==> config.mk <==
export PLATFORM = sky130hd
export DESIGN_NAME = counter_cmd_sequencer
export DESIGN_NICKNAME = d
export VERILOG_FILES = /design/src/rtl/counter_cmd_sequencer.sv
export SDC_FILE = /design/constraint.sdc
export NUM_CORES = 1
export LEC_CHECK = 0
export CAP_MARGIN = 20
export CORE_MARGIN = 3
export CORE_UTILIZATION = 57
export DETAILED_ROUTE_END_ITERATION = 8
export PLACE_DENSITY = 0.79
export SYNTH_ARGS = -nofsm -noshare
export SYNTH_HDL_FRONTEND = slang
export SYNTH_SLANG_ARGS = --single-unit
==> constraint.sdc <==
create_clock -name clk -period 3.32 [get_ports clk]
set_clock_uncertainty 0.2 [all_clocks]
set_input_delay 0.996 -clock clk [delete_from_list [all_inputs] [get_ports clk]]
set_output_delay 0.996 -clock clk [all_outputs]
set_load 0.005 [all_outputs]
==> src/rtl/counter_cmd_sequencer.sv <==
`default_nettype none
// ============================================================================
// Module      : counter_cmd_sequencer
// Description : Queues LOAD/UP/DOWN/HOLD commands in a small FIFO and plays
//               them out as load/enable/up_down strobes for a counter.
// Revision    : 1.0 - initial release
// ============================================================================
module counter_cmd_sequencer #(
    parameter int WIDTH = 8,
    parameter int DEPTH = 4,
    parameter int RPT_W = 8
) (
    input  logic                     clk,
    input  logic                     reset,
    input  logic                     cmd_valid,
    output logic                     cmd_ready,
    input  logic [1:0]               cmd_op,
    input  logic [WIDTH-1:0]         cmd_data,
    input  logic [RPT_W-1:0]         cmd_rpt,
    output logic [WIDTH-1:0]         data_in,
    output logic                     load,
    output logic                     enable,
    output logic                     up_down,
    output logic                     busy,
    output logic                     done_pulse,
    output logic [$clog2(DEPTH):0]   fifo_count
);

    localparam int c_aw = (DEPTH > 1) ? $clog2(DEPTH) : 1;
    localparam int c_cw = $clog2(DEPTH) + 1;
    localparam logic [c_cw-1:0]  c_depth    = c_cw'(DEPTH);
    localparam logic [c_aw-1:0]  c_last_idx = c_aw'(DEPTH - 1);
    localparam logic [1:0]       c_op_load  = 2'b00;
    localparam logic [1:0]       c_op_up    = 2'b01;
    localparam logic [1:0]       c_op_down  = 2'b10;
    localparam logic [1:0]       c_op_hold  = 2'b11;

    typedef enum logic [0:0] {
        ST_IDLE = 1'b0,
        ST_EXEC = 1'b1
    } state_t;

    state_t             r_state;
    state_t             w_state_nxt;

    logic [1:0]         r_mem_op   [DEPTH];
    logic [WIDTH-1:0]   r_mem_data [DEPTH];
    logic [RPT_W-1:0]   r_mem_rpt  [DEPTH];
    logic [c_aw-1:0]    r_wr_ptr;
    logic [c_aw-1:0]    r_rd_ptr;
    logic [c_cw-1:0]    r_count;

    logic [1:0]         r_op;
    logic [RPT_W-1:0]   r_rem;
    logic [WIDTH-1:0]   r_data_in;

    logic               w_push;
    logic               w_pop;
    logic               w_last;
    logic               w_fifo_empty;
    logic [1:0]         w_head_op;
    logic [WIDTH-1:0]   w_head_data;
    logic [RPT_W-1:0]   w_head_rpt;
    logic [RPT_W-1:0]   w_head_len;

    // Readiness comes from registered occupancy only, so a pop never frees a slot in the same cycle.
    assign cmd_ready    = (r_count < c_depth) & ~reset;
    assign w_push       = cmd_valid & cmd_ready;
    assign w_fifo_empty = (r_count == '0);

    assign w_head_op    = r_mem_op[r_rd_ptr];
    assign w_head_data  = r_mem_data[r_rd_ptr];
    assign w_head_rpt   = r_mem_rpt[r_rd_ptr];
    assign w_head_len   = ((w_head_op == c_op_load) || (w_head_rpt == '0)) ? RPT_W'(1) : w_head_rpt;

    assign w_last       = (r_state == ST_EXEC) && (r_rem == RPT_W'(1));
    assign w_pop        = !w_fifo_empty && ((r_state == ST_IDLE) || w_last);

    assign busy         = (r_state == ST_EXEC) | !w_fifo_empty;
    assign fifo_count   = r_count;
    assign data_in      = r_data_in;

    always_ff @(posedge clk) begin
        if (w_push) begin
            r_mem_op[r_wr_ptr]   <= cmd_op;
            r_mem_data[r_wr_ptr] <= cmd_data;
            r_mem_rpt[r_wr_ptr]  <= cmd_rpt;
        end
    end

    always_ff @(posedge clk) begin
        if (reset) begin
            r_state   <= ST_IDLE;
            r_wr_ptr  <= '0;
            r_rd_ptr  <= '0;
            r_count   <= '0;
            r_op      <= c_op_hold;
            r_rem     <= '0;
            r_data_in <= '0;
        end else begin
            r_state <= w_state_nxt;
            if (w_push) begin
                r_wr_ptr <= (r_wr_ptr == c_last_idx) ? '0 : r_wr_ptr + 1'b1;
            end
            if (w_pop) begin
                r_rd_ptr <= (r_rd_ptr == c_last_idx) ? '0 : r_rd_ptr + 1'b1;
            end
            case ({w_push, w_pop})
                2'b10:   r_count <= r_count + 1'b1;
                2'b01:   r_count <= r_count - 1'b1;
                default: r_count <= r_count;
            endcase
            // A pop reloads the command registers; otherwise count down, saturating at zero.
            if (w_pop) begin
                r_op  <= w_head_op;
                r_rem <= w_head_len;
                if (w_head_op == c_op_load) begin
                    r_data_in <= w_head_data;
                end
            end else if ((r_state == ST_EXEC) && (r_rem != '0)) begin
                r_rem <= r_rem - 1'b1;
            end
        end
    end

    always_comb begin
        w_state_nxt = r_state;
        load        = 1'b0;
        enable      = 1'b0;
        up_down     = 1'b0;
        done_pulse  = 1'b0;
        case (r_state)
            ST_IDLE: begin
                if (!w_fifo_empty) begin
                    w_state_nxt = ST_EXEC;
                end
            end
            ST_EXEC: begin
                load       = (r_op == c_op_load);
                enable     = (r_op == c_op_up) || (r_op == c_op_down);
                up_down    = (r_op == c_op_up);
                done_pulse = w_last;
                if (w_last && w_fifo_empty) begin
                    w_state_nxt = ST_IDLE;
                end
            end
            default: begin
                w_state_nxt = ST_IDLE;
            end
        endcase
    end

endmodule
`default_nettype wire
* Word-level counts from Yosys, hierarchy flattened *
Memory sizes are Yosys's and may differ from the RTL's. A register that Yosys moved wholly into a read port is not among the register bits.
Index checks and enable logic that the tools add are counted.

cells by class
  add/sub/neg operators = 5
  magnitude comparators = 1
  eq/ne operators = 7
  multiplexer cells = 19
  bitwise gates (word level) = 5
  reduce and logical (&&, ||, !) cells = 16

operator list
  kind                                                 number
  two-way mux 8 bit                                    3
  two-way mux 2 bit                                    6
  equality test 2 bit, second input constant           4
  equality test 8 x 1 -> 1 bit, second input constant  1
  zero test 8 bit                                      1
  two-way mux 1 bit                                    8
  nonzero test 8 bit                                   1
  subtractor 8 x 1 -> 8 bit, second input constant     1
  one-hot mux 3 bit (2 select lines)                   1
  adder 2 x 1 -> 2 bit, second input constant          2
  equality test 2 x 1 -> 1 bit, second input constant  2
  logical AND 1 bit                                    4
  zero test 2 bit                                      2
  nonzero test 2 bit                                   2
  adder 3 x 1 -> 3 bit, second input constant          1
  zero test 3 bit                                      1
  logical OR 1 bit                                     3
  < comparator 3 bit, second input constant            1
  subtractor 3 x 1 -> 3 bit, second input constant     1
  bitwise AND 1 bit                                    2
  NOT 1 bit                                            2
  one-hot mux 1 bit (2 select lines)                   1
  AND reduction 2 bit                                  1
  zero test 1 bit                                      1
  OR 1 bit                                             1

word-level totals
  flip-flop bits (word level) = 18
  bits in writable memories = 72
  output and inout bits = 17
  memories = 3

memories
  name        depth  bits a word  rd ports  clocked after Yosys merged registers in  wr ports  RTL line  text
  r_mem_data  4      8            1         1                                        1         47        logic [WIDTH-1:0] r_mem_data [DEPTH];
  r_mem_rpt   4      8            1         1                                        1         48        logic [RPT_W-1:0] r_mem_rpt [DEPTH];
  r_mem_op    4      2            1         1                                        1         46        logic [1:0] r_mem_op [DEPTH];

* Depth between registers and ports, before layout *
Gate-level depths: netlist (run 1).

  word-level depth = 6
  mapped depth = 11
  mapped depth without buffers = 11

* Worst setup path before layout (run 1) *
No wires, ideal clock.

  kind = input -> register
  start point = in reset
  end point = reg r_count[2] (netlist: fifo_count[2])
  arrival = 2.471 ns
  required time = 3.049 ns
  setup slack = 0.578 ns
  stages = 9
  buffers on the path = 0
  cell sequence = nor2_1 > and2_1 > inv_1 > ha_1 > inv_1 > fa_1 > xor2_1 > or3_1 > a21oi_1

on the way
  cells in the longest elaborated chain, start to end = 5
  elaborated cells on any way between the ends = 7

ends and longest elaborated chain
  element                                                                   RTL line  text
  start, declared                                                           14        input logic reset,
  NOT 1 bit                                                                 67        assign cmd_ready = (r_count < c_depth) & ~reset;
  bitwise AND 1 bit                                                         67
  bitwise AND 1 bit                                                         68        assign w_push = cmd_valid & cmd_ready;
  equality test 2 x 1 -> 1 bit or equality test 2 bit (tied branches)       108       case ({w_push, w_pop})
  one-hot mux 3 bit (2 select lines) or nonzero test 2 bit (tied branches)  --
  end signal, assigned                                                      109       2'b10: r_count <= r_count + 1'b1;
  end signal, assigned                                                      110       2'b01: r_count <= r_count - 1'b1;
  end signal, assigned                                                      111       default: r_count <= r_count;
  end, declared                                                             51        logic [c_cw-1:0] r_count;

Several ways; a longest one is shown, not always the timed one.
A chain may end at the register's enable or synchronous reset.

* Worst setup path after layout (run 1) *
Same ends and word-level chain as after synthesis.

==> reports/summary.txt, run 1 <==
total number of vias = 2322
worst-path cell chain = clkdlybuf4s50_1 -> nor2_4 -> buf_4 -> and2_1 -> inv_1 -> ha_1 -> inv_1 -> fa_1 -> xor2_1 -> or3_1 -> a21oi_1
Cell variety after synth = 45
CP peak stage delay = 0.53 ns
DRC = 0
Mapped Area = 4130 sq um
endpoint class of the critical path = register
Yosys warnings = 0
width of the die = 91.1 microns
post-synth top area share = 52.4%
Setup violations, final = 0
first-pass GRT wire length = 12000 microns
CTS buffer count = 9
Hold Path Class = reg2reg
final std cells w/o fill = 415
Placer Congestion = 0.822
Core ar. = 6910 sq um
IO Port Bufs = 37
Peak VDD IR = 0.328 mV
layout cells sized above 1 = 15.0%
met1 WL = 3070 microns
Lkg Pwr = 0.00166 uW
Routed Antenna Nets = 0
Tmin final = 3.11 ns
PD cells = 768 nW/um^2
final WL = 7170 microns
Initial Util = 59.8%
crit path to = fifo_count[2]
Skew-Pair Late Insertion Delay = 0.35 ns
Hold Slack = 0.306 ns
WL/cell = 17.3 microns
met3 routed WL = 297 microns
GRT Total Usage = 19.0%
Tightest Pin Transition = 0.705 ns
nets = 346
Worst Setup Start Kind = input port
Area contributors post-synth = edfxtp_1 52%, dfxtp_1 14%, mux4_2 7.1%
Rows = 30
hold path startpoint = data_in[5]
Final Hold Fails = 0
CTS tree = built
fin worst setup slack = 0.210 ns
critical path peak fanout = 5
Root Driver = clkbuf_8
H-tree levels = 3
WL met2 = 3710 microns
r2r endpoint = fifo_count[2]
pre-CTS setup slack = -0.131 ns
clk slew on worst S/H paths = 0.10 ns
Slew Limit Headroom = 53.0%
RSZ-0062 raised after global routing = no
vias in the first global route = 2393
Area growth syn-to-layout = 16.5%
Final Cycle Share = 93.7%
First-pass DRT Iterations = 5
CTS Buffer Depth = 2
R2R depth = 10
largest net degree at the start of global routing = 20
Max Slew Vio Count = 0
fmax = 322 MHz
sequential share of the synthesized area = 65.9%
WP depth = 11
full die area = 8300 sq um
MaxCap Viol Count = 0
highest metal used = met4
CP Launch Point = reset
CTS Hold Bufs = 0
Critical-path top delay cell = clkdlybuf4s50_1
flops & latches, synth = 100
setup TNS = 0 ns
Overall Power = 3690 uW
Worst R2R Setup Slack = 0.39 ns
Reg2Reg Launch Point = r_rem[4]
initial antenna violation count = 0
number of synthesized flops with an enable pin = 72
Required @ worst endpoint = 3.41 ns
Final HPWL DP = 4830 microns
Crit path buffers/inverters = 4
syn_nets = 298
cell taking the most area after synthesis = edfxtp_1
vias per cell = 5.60
Cells after Synth = 266
Main synth FF type = edfxtp_1
crit-path leading delay family = buffers and inverters
CP Data Arrival Time = 3.20 ns
CTS sink cnt = 100
mean post-synth cell area = 15.5 sq um
worst setup path class = in2reg
DR iter-0 viols = 199
Chip Height = 91.1 microns
grt ovf = 0
status = complete, no violations
asr flop ratio synth = 0%
antenna cells = 0
num ports = 38
CP most frequent cell = inv_1
placed cells = 398
-- kinds of logic after synthesis --
kind of cell               synth area share (%)
muxes                                      12.2
buffers and inverters                      2.88
DFF                                        65.9
adders and majority gates                  3.52
and+or+nand+nor                            7.97
AOI/OAI and AO/OA                          6.21
xor gates and xnor gates                   1.27
-- cells in the mapped netlist (3+ instances only) --
library cell / n
dfxtp_1: 28
a22oi_1: 4
xnor2_1: 3
a31o_2: 3
and2_1: 4
mux4_1: 5
a21oi_1: 10
mux2i_1: 8
nor2_1: 21
nor3_1: 3
o21ai_0: 3
nand2_1: 18
xor2_1: 3
inv_1: 12
clkbuf_1: 3
edfxtp_1: 72
ha_1: 10
mux4_2: 13
and3_1: 4
o211ai_1: 3
or3_1: 3
o31ai_1: 7
-- worst register-to-register path: stages, from the launching register on --
cell     delay, ns
dfxtp_1       0.40
nor4_4        0.42
a31o_2        0.26
nand2_2       0.16
inv_2         0.19
ha_1          0.20
inv_1         0.06
fa_1          0.37
xor2_1        0.16
or3_1         0.31
a21oi_1       0.15
-- cell type report --
class	instances	area, sq um
clock buffers	10	128
clock inverters	6	55.1
fillers	487	2100
inverters	14	52.6
multi-input cells	143	1290
flip-flops and latches	100	2720
well taps	96	120
repair buffers	46	437
-- per-layer routing --
layer	vias to the layer above	GRT usage, %
li1	1119	-
met1	1142	24.5
met2	55	31.4
met3	6	4.81
met4	0	7.16
met5	-	0
-- cells in the final DEF, fill, tap and decap left out, types with 2 or more instances in the layout --
cell / instances
or3_1: 3
a31o_2: 3
dfxtp_1: 28
nor3_1: 3
clkdlybuf4s50_1: 36
mux4_2: 13
nor4_1: 2
o21ai_0: 3
clkinv_4: 3
o31ai_1: 7
nand2_1: 18
ha_1: 10
a21oi_1: 10
mux4_1: 5
nor2_1: 20
xor2_1: 3
and2_1: 4
nor2_4: 2
and3_1: 4
mux2i_1: 8
o211ai_1: 3
edfxtp_1: 72
clkbuf_8: 9
inv_6: 2
buf_4: 9
xnor2_1: 3
inv_1: 12
a22oi_1: 4
-- where the power goes --
| group | leakage (uW) | switching, uW | internal, uW | total, uW |
|---|---|---|---|---|
| Clock | 0.0000934 | 418 | 287 | 706 |
| Sequential | 0.000883 | 197 | 1510 | 1710 |
| Combinational | 0.000679 | 654 | 626 | 1280 |
| Total | 0.00166 | 1270 | 2420 | 3690 |
-- worst min path at each step --
stage | end | slack [ns] | cells after the start
after floorplan | data_in[0] | 0.28 | 2
after CTS | data_in[6] | 0.31 | 2
after detailed placement | data_in[5] | 0.29 | 2
after global placement | data_in[5] | 0.28 | 2
after global routing | data_in[2] | 0.35 | 2
final | data_in[5] | 0.31 | 2
-- metrics by stage --
stage	utilization [%]	cell area, sq um
3_5_place_dp	66.8	4610
2_1_floorplan	-	4130
5_1_grt	69.6	4810
3_3_place_gp	66.8	4610
4_1_cts	69.6	4810
6_report	69.6	4810
-- sequential cells by signal, indices dropped and copies added, names as in the netlist, named ones only --
register	count
r_mem_op	8
r_state	1
r_mem_data	32
fifo_count	3
data_in	8
r_rd_ptr	2
r_rem	8
r_mem_rpt	32
r_wr_ptr	2
r_op	2
-- repair_timing --
action / in CTS / in global routing
setup endpoints to repair: 1 / 0
gates resized for setup: 3 / 0
setup buffers: 1 / 0
endpoints found under the hold margin: 0 / 0
No activity file was read; power rests on OpenSTA's default activity.
==> run 2: changes to the inputs <==
--- a/config.mk
+++ b/config.mk
@@ -5,11 +5,13 @@
 export SDC_FILE = /design/constraint.sdc
 export NUM_CORES = 1
 export LEC_CHECK = 0
+export ABC_CLOCK_PERIOD_IN_PS = 3320
 export CAP_MARGIN = 20
 export CORE_MARGIN = 3
 export CORE_UTILIZATION = 57
 export DETAILED_ROUTE_END_ITERATION = 8
 export PLACE_DENSITY = 0.79
+export SKIP_CTS_REPAIR_TIMING = 1
 export SYNTH_ARGS = -nofsm -noshare
 export SYNTH_HDL_FRONTEND = slang
 export SYNTH_SLANG_ARGS = --single-unit
==> reports/summary.txt, run 2 (synthesis gave the netlist of run 1 again) <==
clk slew on worst S/H paths = 0.10 ns
Initial Util = 59.8%
PD cells = 768 nW/um^2
Seq. cell area = 2720 sq um
Reg2Reg Launch Point = r_rem[4]
worst setup path class = reg2out
Placer Congestion = 0.822
WL/cell = 17.3 microns
num ports = 38
Skew-Pair Late Insertion Delay = 0.35 ns
most common cell after layout, fill and taps aside = edfxtp_1
H-tree levels = 3
pre-CTS setup slack = -0.131 ns
footprint of the multi-input gates = 1290 sq um
R2R depth = 10
grt ovf = 0
Required @ worst endpoint = 2.12 ns
first-pass GRT wire length = 11900 microns
final WL = 7170 microns
total number of vias = 2310
layout cells sized above 1 = 14.8%
CTS tree = built
DRC = 0
initial antenna violation count = 0
RSZ-0062 raised after global routing = no
Tmin final = 3.07 ns
Max Slew Vio Count = 0
Setup violations, final = 0
CTS sink cnt = 100
fillcell total = 487
Final HPWL DP = 4830 microns
DR iter-0 viols = 166
width of the die = 91.1 microns
critical path peak fanout = 6
Chip Height = 91.1 microns
CTS Buffer Depth = 2
endpoint class of the critical path = output pin
Final Util = 69.6%
Area growth syn-to-layout = 16.4%
antenna cells = 0
Tightest Pin Transition = 0.717 ns
largest net degree at the start of global routing = 20
largest registers = r_mem_data: 32 flops, r_mem_rpt: 32 flops
fmax = 325 MHz
status = complete, no violations
Hold Path Class = reg2reg
hold path startpoint = data_in[5]
nets = 345
MaxCap Viol Count = 0
IO Port Bufs = 37
Core ar. = 6910 sq um
Slew Limit Headroom = 52.2%
Root Driver = clkbuf_8
vias per cell = 5.58
CP Launch Point = r_rem[4]
vias in the first global route = 2374
GRT Total Usage = 18.9%
Worst Hold Depth = 2
Final Hold Fails = 0
Peak VDD IR = 0.329 mV
full die area = 8300 sq um
Lkg Pwr = 0.00166 uW
fin worst setup slack = 0.245 ns
Worst Setup Start Kind = register
CTS buffer count = 9
Routed Antenna Nets = 0
Worst R2R Setup Slack = 0.40 ns
First-pass DRT Iterations = 4
Rows = 30
most frequent cells in the layout = 72 x edfxtp_1, 36 x clkdlybuf4s50_1, 28 x dfxtp_1
CP Data Arrival Time = 1.88 ns
Final Cycle Share = 92.6%
run 2: cell count changes in the layout (fill, tap and decap cells not counted):
cell            previous run  this run
buf_4                      9         8
dlygate4sd2_1              1         0
dlymetal6s2s_1             0         1
run 2: layer usage:
metal / GRT usage (%) / part of all wire (%) / vias to the layer above
met5: 0 / 0 / -
met4: 7.04 / 0.87 / 0
met3: 4.64 / 3.7 / 4
met2: 31.3 / 52 / 56
met1: 24.4 / 44 / 1133
li1: - / - / 1117
run 2: worst paths after layout:
kind / endpoint
worst max-delay path: done_pulse
worst min-delay path: data_in[5]
worst max register to register: fifo_count[2]
worst min register to register: data_in[5]
run 2: worst max-delay path, cell delays in order (launching register included):
cell	delay (ns)
dfxtp_1	0.40
nor4_4	0.41
nand3_1	0.12
nor2_1	0.10
clkdlybuf4s50_1	0.50
run 2: per-stage QoR:
| step | cells | hold WS (ns) | total power, uW | cell area (sq um) | TNS [ns] |
|---|---|---|---|---|---|
| 2_1_floorplan | 266 | 0.285 | 2660 | 4130 | 0 |
| 3_3_place_gp | 398 | 0.275 | 2960 | 4610 | -0.132 |
| 3_5_place_dp | 398 | 0.292 | 3010 | 4610 | -0.143 |
| 4_1_cts | 414 | 0.315 | 3710 | 4800 | -0.148 |
| 5_1_grt | 414 | 0.348 | 3930 | 4810 | 0 |
| 6_report | 414 | 0.307 | 3690 | 4810 | 0 |
run 2: cell type report:
type,count,area share (%)
multi-input cells,143,26.9
well taps,96,2.50
clock buffers,10,2.66
clock inverters,6,1.15
flip-flops and latches,100,56.7
inverters,14,1.09
repair buffers,45,9.01
run 2: power by group:
group / switching, uW / leakage, uW / internal [uW]
sequential: 196 / 0.000883 / 1510
combinational: 653 / 0.000682 / 624
clock: 419 / 0.0000934 / 287
total: 1270 / 0.00166 / 2420
==> run 3: changes to the inputs <==
--- a/config.mk
+++ b/config.mk
@@ -5,6 +5,7 @@
 export SDC_FILE = /design/constraint.sdc
 export NUM_CORES = 1
 export LEC_CHECK = 0
+export ABC_AREA = 1
 export ABC_CLOCK_PERIOD_IN_PS = 3320
 export CAP_MARGIN = 20
 export CORE_MARGIN = 3
==> reports/summary.txt, run 3 <==
Worst R2R Setup Slack = 0.76 ns
Max Slew Vio Count = 0
layout cells sized above 1 = 9.93%
sequential share of the synthesized area = 63.5%
Routed Antenna Nets = 0
Core ar. = 7060 sq um
Final Util = 69.4%
grt ovf = 0
Required @ worst endpoint = 2.12 ns
met1 WL = 3490 microns
Layout Cell Area excl Fill = 4900 sq um
WL/cell = 14.9 microns
antenna cells = 0
num ports = 38
nets = 470
final WL = 8040 microns
PD cells = 781 nW/um^2
Slew Limit Headroom = 49.0%
Final Cycle Share = 97.8%
cell taking the most area after synthesis = edfxtp_1
CTS sink cnt = 100
first-pass GRT wire length = 13200 microns
Cells after Synth = 398
Cell variety after synth = 32
setup TNS = 0 ns
Tmin final = 3.25 ns
Mapped Area = 4290 sq um
number of synthesized flops with an enable pin = 72
pre-CTS setup slack = 0.0741 ns
width of the die = 92.7 microns
largest registers = r_mem_data: 32 flops, r_mem_rpt: 32 flops
Rows = 30
vias per cell = 5.37
initial antenna violation count = 0
Hold Path Class = reg2reg
placed cells = 523
Main synth FF type = edfxtp_1
Placer Congestion = 0.804
CTS buffer count = 9
largest net degree at the start of global routing = 29
CTS Buffer Depth = 2
DR iter-0 viols = 205
Root Driver = clkbuf_8
worst setup path class = in2out
Seq. cell area = 2720 sq um
CTS tree = built
mean post-synth cell area = 10.8 sq um
Tightest Pin Transition = 0.765 ns
most common cell in the netlist = edfxtp_1
Area growth syn-to-layout = 14.3%
IO Port Bufs = 37
critical path peak fanout = 2
Final Hold Fails = 0
H-tree levels = 3
asr flop ratio synth = 0%
fillcell total = 555
full die area = 8590 sq um
Final HPWL DP = 5190 microns
highest metal used = met4
most common cell after layout, fill and taps aside = edfxtp_1
Lkg Pwr = 0.00188 uW
flops & latches, synth = 100
Chip Height = 92.7 microns
final std cells w/o fill = 539
First-pass DRT Iterations = 5
synth cell count leaders = 72 x edfxtp_1, 63 x nand2_1, 53 x nor2_1
Yosys warnings = 0
post-synth top area share = 50.5%
fmax = 308 MHz
Skew-Pair Late Insertion Delay = 0.36 ns
most frequent cells in the layout = 72 x edfxtp_1, 63 x nand2_1, 53 x nor2_1
endpoint class of the critical path = output pin
DRC = 0
Initial Util = 60.7%
total number of vias = 2897
WL met2 = 4010 microns
vias in the first global route = 2773
Peak VDD IR = 0.427 mV
footprint of the multi-input gates = 1340 sq um
status = complete, no violations
fin worst setup slack = 0.0730 ns
RSZ-0062 raised after global routing = no
clk slew on worst S/H paths = 0.10 ns
syn_nets = 430
Worst Setup Start Kind = input port
MaxCap Viol Count = 0
met3 routed WL = 428 microns
GRT Total Usage = 19.9%
CP Data Arrival Time = 2.05 ns
Setup violations, final = 0
Area contributors post-synth = edfxtp_1 50%, dfxtp_1 13%, nand2_1 5.5%
cell area after placement = 4710 sq um
==> run 3: cell type report <==
type / instances / share of cell area [%]
Clock inverter: 7 / 1.43
Timing Repair Buffer: 43 / 8.48
Sequential cell: 100 / 55.6
Multi-Input combinational cell: 254 / 27.2
Tap cell: 96 / 2.45
Inverter: 30 / 2.30
Clock buffer: 9 / 2.53
==> run 3: worst paths after layout <==
kind | from | to | cells past startpoint
setup / recovery | reset | cmd_ready | 3
hold / removal | r_op[1] | r_op[1] | 2
hold reg to reg | r_op[1] | r_op[1] | 2
setup reg to reg | r_rem[1] | fifo_count[2] | 13
==> run 3: metrics by stage <==
| step | hold slack, ns | total power, uW |
|---|---|---|
| 4_1_cts | 0.298 | 3850 |
| 6_report | 0.286 | 3830 |
| 2_1_floorplan | 0.243 | 2750 |
| 3_5_place_dp | 0.275 | 3110 |
| 5_1_grt | 0.335 | 4100 |
| 3_3_place_gp | 0.259 | 3040 |
==> run 3: report_power, final <==
group,internal [uW],total [uW],switching [uW],leakage (uW)
Sequential,1510,1700,194,0.000884
Combinational,538,1380,844,0.000891
Clock,293,741,448,0.000100
Total,2340,3830,1490,0.00188
==> run 3: per-layer routing <==
metal / up-vias / GRT usage [%]
li1: 1434 / -
met1: 1367 / 25.0
met2: 87 / 33.3
met3: 9 / 3.57
met4: 0 / 9.65
met5: - / 0
==> run 3: logic make-up after synthesis <==
group           count (synthesis)  synth area share (%)
simple gates                  163                  17.1
flops                         100                  63.5
compound gates                 74                  9.46
buf+inv                        44                  5.31
fa+ha+maj                      11                  3.39
xor+xnor                        6                  1.23
==> run 3: critical path, stage by stage <==
cell and delay [ns]:
clkdlybuf4s50_1 0.42, nor2_1 0.12, clkdlybuf4s50_1 0.51
